==> config.mk <==
export PLATFORM = sky130hd
export DESIGN_NAME = ctrl_decode_stage
export DESIGN_NICKNAME = d
export VERILOG_FILES = /design/src/rtl/simplerisc_pkg.sv /design/src/rtl/ctrl_decode_comb.sv /design/src/rtl/ctrl_decode_stage.sv
export SDC_FILE = /design/constraint.sdc
export NUM_CORES = 1
export LEC_CHECK = 0
export BUFFER_PORTS_ARGS = -buffer_cell sky130_fd_sc_hd__buf_4
export CORE_ASPECT_RATIO = 1.4
export CORE_MARGIN = 4
export CORE_UTILIZATION = 48
export DETAILED_ROUTE_END_ITERATION = 10
export PLACE_DENSITY = 0.86
export SYNTH_ARGS = -nofsm -noshare
export SYNTH_HDL_FRONTEND = slang
export SYNTH_SLANG_ARGS = --single-unit
==> constraint.sdc <==
create_clock -name clk -period 2 [get_ports clk]
set_input_delay 0.4 -clock clk [delete_from_list [all_inputs] [get_ports clk]]
set_output_delay 0.4 -clock clk [all_outputs]
set_load 0.01 [all_outputs]
==> src/rtl/simplerisc_pkg.sv <==
// SimpleRisc decode definitions: op5 codes, control-bus bit indices and the
// opcode -> control-bus decode function shared by the decode stage.
package simplerisc_pkg;

    localparam int OPCODE_W = 6;
    localparam int CTRL_W   = 25;

    localparam logic [4:0] OP_ADD = 5'd0;
    localparam logic [4:0] OP_SUB = 5'd1;
    localparam logic [4:0] OP_MUL = 5'd2;
    localparam logic [4:0] OP_DIV = 5'd3;
    localparam logic [4:0] OP_MOD = 5'd4;
    localparam logic [4:0] OP_CMP = 5'd5;
    localparam logic [4:0] OP_AND = 5'd6;
    localparam logic [4:0] OP_OR  = 5'd7;
    localparam logic [4:0] OP_NOT = 5'd8;
    localparam logic [4:0] OP_MOV = 5'd9;
    localparam logic [4:0] OP_LSL = 5'd10;
    localparam logic [4:0] OP_LSR = 5'd11;
    localparam logic [4:0] OP_ASR = 5'd12;
    localparam logic [4:0] OP_NOP = 5'd13;
    localparam logic [4:0] OP_LD  = 5'd14;
    localparam logic [4:0] OP_ST  = 5'd15;
    localparam logic [4:0] OP_BEQ = 5'd16;
    localparam logic [4:0] OP_BGT = 5'd17;
    localparam logic [4:0] OP_B   = 5'd18;
    localparam logic [4:0] OP_CALL = 5'd19;
    localparam logic [4:0] OP_RET = 5'd20;
    localparam logic [4:0] OP_ILL_LO = 5'd21;
    localparam logic [4:0] OP_ILL_HI = 5'd30;
    localparam logic [4:0] OP_HLT = 5'd31;

    localparam int CTRL_MUL     = 2;
    localparam int CTRL_DIV     = 3;
    localparam int CTRL_MOD     = 4;
    localparam int CTRL_IMM     = 20;
    localparam int CTRL_WB      = 21;
    localparam int CTRL_NOP     = 22;
    localparam int CTRL_HLT     = 23;
    localparam int CTRL_ILLEGAL = 24;

    function automatic logic [CTRL_W-1:0] decode_op(input logic [OPCODE_W-1:0] opcode);
        logic [4:0]        op5;
        logic [CTRL_W-1:0] c;
        op5         = opcode[5:1];
        c           = '0;
        c[CTRL_IMM] = opcode[0];
        // nop has no one-hot bit, so ld..ret sit one position below their op5
        if (op5 <= OP_ASR)
            c[op5] = 1'b1;
        else if (op5 >= OP_LD && op5 <= OP_RET)
            c[op5 - 5'd1] = 1'b1;
        c[CTRL_WB]      = !(op5 == OP_CMP || op5 == OP_NOP || op5 == OP_ST || op5[4]);
        c[CTRL_NOP]     = (op5 == OP_NOP);
        c[CTRL_HLT]     = (op5 == OP_HLT);
        c[CTRL_ILLEGAL] = (op5 >= OP_ILL_LO && op5 <= OP_ILL_HI);
        return c;
    endfunction

endpackage

==> src/rtl/ctrl_decode_comb.sv <==
// Pure combinational decode of the instruction's top opcode bits into the
// SimpleRisc control bus.
module ctrl_decode_comb
    import simplerisc_pkg::*;
#(
    parameter int INSTR_W = 32
) (
    input  logic [INSTR_W-1:0] instr,
    output logic [CTRL_W-1:0]  ctrl
);

    assign ctrl = decode_op(instr[INSTR_W-1 -: OPCODE_W]);

endmodule

==> src/rtl/ctrl_decode_stage.sv <==
// Registered SimpleRisc decode stage between IF and OF: valid/ready handshake,
// multi-cycle mul/div/mod countdown, flush and sticky halt.
module ctrl_decode_stage
    import simplerisc_pkg::*;
#(
    parameter int INSTR_W = 32,
    parameter int PC_W    = 32,
    parameter int MUL_CYC = 3,
    parameter int DIV_CYC = 8
) (
    input  logic               clk,
    input  logic               rst_n,
    input  logic               flush,
    input  logic               in_valid,
    output logic               in_ready,
    input  logic [INSTR_W-1:0] in_instr,
    input  logic [PC_W-1:0]    in_pc,
    output logic               out_valid,
    input  logic               out_ready,
    output logic [CTRL_W-1:0]  out_ctrl,
    output logic [INSTR_W-1:0] out_instr,
    output logic [PC_W-1:0]    out_pc,
    output logic               busy,
    output logic               halted
);

    localparam int CYC_MAX = (MUL_CYC > DIV_CYC) ? MUL_CYC : DIV_CYC;
    localparam int CNT_W   = $clog2(CYC_MAX + 1);

    logic [CTRL_W-1:0] dec_ctrl;
    logic [CNT_W-1:0]  cnt;
    logic [CNT_W-1:0]  cnt_load;
    logic              hlt_pend;
    logic              accept;
    logic              transfer;

    ctrl_decode_comb #(.INSTR_W(INSTR_W)) u_decode (
        .instr (in_instr),
        .ctrl  (dec_ctrl)
    );

    always_comb begin
        cnt_load = '0;
        if (dec_ctrl[CTRL_MUL])
            cnt_load = CNT_W'(MUL_CYC - 1);
        else if (dec_ctrl[CTRL_DIV] || dec_ctrl[CTRL_MOD])
            cnt_load = CNT_W'(DIV_CYC - 1);
    end

    assign in_ready = !halted && !hlt_pend && !flush && (cnt == '0) && (!out_valid || out_ready);
    assign accept   = in_valid && in_ready;
    assign transfer = out_valid && out_ready;
    assign busy     = (cnt != '0);

    // NOTE: all state updates use non-blocking assignments so every register
    // samples the pre-edge values of the others, regardless of statement order.
    always_ff @(posedge clk or negedge rst_n) begin
        if (!rst_n) begin
            out_valid <= 1'b0;
            out_ctrl  <= '0;
            out_instr <= '0;
            out_pc    <= '0;
            cnt       <= '0;
            hlt_pend  <= 1'b0;
            halted    <= 1'b0;
        end else begin
            // a hlt leaving the stage counts even if flush arrives the same cycle
            if (transfer && out_ctrl[CTRL_HLT])
                halted <= 1'b1;

            if (flush) begin
                out_valid <= 1'b0;
                cnt       <= '0;
                hlt_pend  <= 1'b0;
            end else if (accept) begin
                out_instr <= in_instr;
                out_pc    <= in_pc;
                out_ctrl  <= dec_ctrl;
                cnt       <= cnt_load;
                out_valid <= (cnt_load == '0);
                hlt_pend  <= dec_ctrl[CTRL_HLT];
            end else begin
                if (transfer) begin
                    out_valid <= 1'b0;
                    if (out_ctrl[CTRL_HLT])
                        hlt_pend <= 1'b0;
                end
                if (cnt != '0) begin
                    cnt <= cnt - CNT_W'(1);
                    if (cnt == CNT_W'(1))
                        out_valid <= 1'b1;
                end
            end
        end
    end

endmodule

======== Yosys cells after proc, flatten, opt, wreduce, memory -nomap -nowiden ========
Index checks and enable logic that the tools add are counted.
Widths: inputs -> output; s select.
word-level totals
  register bits ........................... 96
  input bits .............................. 69
  output and inout port bits .............. 93
  word-level logic and storage cells ...... 75
operators by class
  magnitude comparators ................... 9
  eq/ne operators ......................... 5
  muxes and demuxes ....................... 20
  $add $sub $neg .......................... 2
  bitwise gates (word level) .............. 3
  reduce and logical (&&, ||, !) cells .... 29
operator list
  operator             count
  $mux 21              2
  $or 21x21->21        2
  $mux 4               4
  $lt 5x6->1 const B   2
  $logic_and 1x1->1    11
  $mux 1               11
  $demux 1 s5          2
  $eq 5x4->1 const B   2
  $ge 5x1->1 const B   2
  $le 5x5->1 const B   2
  $reduce_bool 3->1    3
  $logic_not 4->1      2
  $eq 5x3->1 const B   1
  $eq 5x5->1 const B   1
  $ge 5x4->1 const B   1
  $ge 5x5->1 const B   1
  $le 5x4->1 const B   1
  $logic_not 1->1      5
  $logic_or 1x1->1     5
  $sub 5x1->5 const B  1
  $eq 4x1->1 const B   1
  $reduce_and 2->1     2
  $reduce_bool 4->1    1
  $sub 4x1->4 const B  1
  other kinds (2)      2

======== Logic depth before layout (Yosys ltp) ========
  depth in word-level cells ............... 14
  depth in mapped cells ................... 8
  mapped depth without buffers ............ 7

======== Hierarchy ========
From an unflattened synthesis, not the netlist that was laid out.
unflattened totals
  cells, all modules ...................... 273
  area total of the unflattened synthesis .. 4425.5 um^2
modules (own cells, without submodules)
  module             times used  cells an instance  sequential area each (um^2)  area an instance (um^2)
  ctrl_decode_stage  1           232                2402.3                       4210.3
  ctrl_decode_comb   1           41                 0.0                          215.2

======== Worst setup path after synthesis ========
OpenSTA, ideal clock, no wires.
  path kind ............................... reg2reg
  from .................................... register cnt[0]
  to ...................................... register out_ctrl[15]
  setup slack ............................. 314 ps
  stages on the path, launching flop included .. 9
  path buffers ............................ 2
  data required time ...................... 1872 ps
  setup time .............................. 128 ps
  clock period less this slack ............ 1686 ps
  arrival time ............................ 1558 ps
  cell sequence ........................... dfrtp_1 -> inv_1 -> ha_1 -> nor3b_4 -> nand4_2 -> buf_2 -> buf_2 -> nand2_1 -> o41ai_2
on the way
  cells in the longest elaborated chain, start to end .. 5
ends and longest elaborated chain
  what                               line                     source
  start: declaration                 ctrl_decode_stage.sv:31  logic [CNT_W-1:0] cnt;
  start signal: assignment           ctrl_decode_stage.sv:79  cnt <= cnt_load;
  start signal: assignment           ctrl_decode_stage.sv:89  cnt <= cnt - CNT_W'(1);
  $logic_not 4->1                    ctrl_decode_stage.sv:50  assign in_ready = !halted && !hlt_pend && !flush && (cnt == '0) && (!out_valid || out_ready);
  $logic_and 1x1->1 (2 in series)    ctrl_decode_stage.sv:50
  $logic_and 1x1->1                  ctrl_decode_stage.sv:51  assign accept = in_valid && in_ready;
  $reduce_and 2->1 (no source line)  --
  end signal: assignment             ctrl_decode_stage.sv:78  out_ctrl <= dec_ctrl;
  end: declaration                   ctrl_decode_stage.sv:20  output logic [CTRL_W-1:0] out_ctrl,
No other way between the ends.
A chain may end at the register's enable or synchronous reset.

======== Worst setup path in the final report ========
  from .................................... register cnt[0]
  to ...................................... output in_ready
on the way
  cells in the longest elaborated chain, start to end .. 3
ends and longest elaborated chain
  what                             line                     source
  $logic_not 4->1                  ctrl_decode_stage.sv:50
  $logic_and 1x1->1 (2 in series)  ctrl_decode_stage.sv:50
  end: declaration                 ctrl_decode_stage.sv:15  output logic in_ready,
No other way between the ends.

==> metrics.txt <==
pre-CTS setup slack=43.58 ps; mux share of post-synthesis cell area=0.5065%; grt ovf=0; pwr dens=1371 nW/µm²; Post-Syn Area per Cell=9.366 µm²; final WL=10.51 mm; Max-Cap Viols=0; r2r setup slk=~80 ps; area post-placement=5264 µm²; Mapped Cells=422; post-synth top area share=60.78%; syn_nets=roughly 490; leakage power=between 3 and 4 nW; vias in the first global route=3542; status=finished, final reports clean; Seq cells post-synth=96; number of diodes=0; GP Congestion=0.7860; sequential area share after synthesis=60.78%; part of the cycle the worst path needs=98.52%; Hold Crit Class=input pin to asynchronous set/reset pin; worst setup skew after layout=9.476 ps; Synth Area in Adders=less than 1%; synth top area cells=dfrtp_1 61%, nand2_1 21%, o31ai_1 3.4%; CTS clk-pin slew, worst paths=80 ps; worst-skew pair later-pin latency=360 ps; Die Width=84.69 µm; CTS Buffer Depth=2; CTS buffer count=9; CP startpoint kind=flip-flop; post-synth top area cell=dfrtp_1; ratio of cells with drive above 1 in the final layout=approximately 35%; Worst Max-Slew Pin Slew=510.5 ps; initial antenna violation count=0; fin crit period=1970 ps; XOR/XNOR Fraction of Synth Area=0%; DR pass1 iterations=4; # hold bufs at CTS=0; Yosys cell types=38; Top FF cell, synth=dfrtp_1; compound-gate portion of the synthesized area=7.819%; data arrival time of the critical path=1570 ps; cell area after synthesis=about 4000 µm²; IO buf count=approximately 160; largest net degree at the start of global routing=97; num rows=38; area taken by multi-input logic gates=about 1400 µm²; worst r2r path cells=9; main combinational cell family by area after synthesis=simple AND/OR/NAND/NOR gates; Nets=around 660; fin worst setup slack=29.69 ps; Fin. Hold Viols=0; Design Area, Final=5524 µm²; hpwl dp=7.460 mm; drc violations=0; CP Max Fanout=3; die span in y=115.4 µm; CP endpoint kind=output pin; critical path class=flip-flop to output pin; synth cell count leaders=225 x nand2_1, 96 x dfrtp_1, 18 x o31ai_1; Final setup viols=0; number of max-slew violations in the final report=0; FF+latch area=2402 µm²; maximum vdd drop=0.0007650 V; CTS H-tree lvls=3; Worst R2R Start=cnt[0]; Post-Synth Simple-Gate Area=a little over a quarter; CTS sink count=96; Post-synth ARST share=100.0%; TritonCTS clock tree=yes; FILL cells=637; Final Non-Filler Cells=between 600 and 700; Synth warnings=0; Syn-to-layout area delta=39.76%; Worst EP required=approximately 1600 ps; Core ar.=7893 µm²; Root Buffer=clkbuf_8; Post-synth EDFFs=0; first-pass GRT wire length=between 15 and 20 mm; R2R Path End=out_ctrl[21]; placed insts=666; GRT Overall Usage=21.84%; antenna viol nets, final=0; die area=approximately 10000 µm²; vias post-DR=3446; wire per inst=roughly 15 µm; worst relative slew slack=approximately 66%; # IOs=about 160; Starting Density=roughly half; Overall Power=7.571 mW; FMAX=slightly above 500 MHz; RSZ-0062 raised after global routing=yes; starting DRC count in detailed routing=236; Via-to-Cell Ratio=4.987; most frequent cell after synthesis=nand2_1
[critical path, cell delays in order, from the launching register on]
cell and delay [ps]:
dfrtp_1 400, inv_2 90, ha_4 140, nor3b_4 200, nand3_1 110, nor3_1 140
buf_4 150
[sequential cells by signal, indices dropped and copies added (netlist names)]
signal,flops
out_ctrl,25
out_pc,32
out_instr,32
out_valid,1
cnt,4
hlt_pend,1
halted,1
[where the power goes]
part	switching (mW)	internal, mW
Clock	0.629	0.510
Combinational	1.67	1.62
Sequential	0.457	2.68
[worst max path at each step]
stage          startpoint           end  slack, ps
5_1_grt            cnt[0]      in_ready        -30
4_1_cts            cnt[1]      in_ready        -10
2_1_floorplan      cnt[0]  out_ctrl[15]        310
3_3_place_gp       cnt[0]  out_ctrl[21]        170
3_5_place_dp       cnt[0]  out_ctrl[21]         40
6_report           cnt[0]      in_ready         30
[layout make-up]
| class | instances | area share, % |
|---|---|---|
| flip-flops and latches | 96 | 43.49 |
| multi-input cells | 296 | 25.75 |
| repair buffers | 176 | 24.82 |
| clock buffers | 12 | 2.809 |
| well taps | 100 | 2.265 |
| inverters | 8 | 0.5436 |
| clock inverters | 3 | 0.3171 |
[metal layers]
layer	wire length (µm)	global-route usage, %	share of wire, %	up-vias
met1	4040	26.35	38	1623
met4	333	11.30	3.2	0
met2	5423	37.27	52	128
met5	0	0	0	-
met3	709	4.086	6.7	25
li1	-	-	-	1670
[what timing repair did]
item / 4_1_cts / 5_1_grt
resized for setup: 4 / 0
buffers inserted: 7 / 3
pin swaps: 3 / 2
endpoints found under the hold margin: 0 / 0
setup endpoints to repair: 2 / 4
[cell usage in the layout (no fill, tap or decap), types with 2 or more instances in the layout]
| master | count |
|---|---|
| nand2_1 | 225 |
| buf_4 | 172 |
| dfrtp_1 | 96 |
| o31ai_1 | 18 |
| clkbuf_8 | 11 |
| nand2b_1 | 7 |
| inv_1 | 6 |
| nor2_1 | 5 |
| o41ai_2 | 4 |
| buf_12 | 4 |
| a21oi_1 | 3 |
| inv_2 | 2 |
| nand3_1 | 2 |
| nor3_1 | 2 |
| and3_1 | 2 |
| o21ai_0 | 2 |
| mux2i_1 | 2 |
| a21o_1 | 2 |
| or2_2 | 2 |
| ha_1 | 2 |
| clkinv_2 | 2 |
[metrics by stage]
| stage | setup TNS (ps) | hold WS (ps) | utilization [%] |
|---|---|---|---|
| after floorplan | 0 | 104.4 | - |
| after global placement | 0 | 459.1 | 66.69 |
| after detailed placement | 0 | 463.7 | 66.69 |
| after CTS | -9.813 | 102.0 | 69.71 |
| after global routing | -27.81 | 123.9 | 69.99 |
| final | 0 | 62.64 | 69.99 |
[kinds of logic after synthesis]
| family | count (synthesis) |
|---|---|
| and+or+nand+nor | 253 |
| muxes | 2 |
| DFF | 96 |
| AOI/OAI and AO/OA | 38 |
| buffers and inverters | 30 |
| adders and majority gates | 3 |
Note: power is estimated with default switching activity, not from simulation.
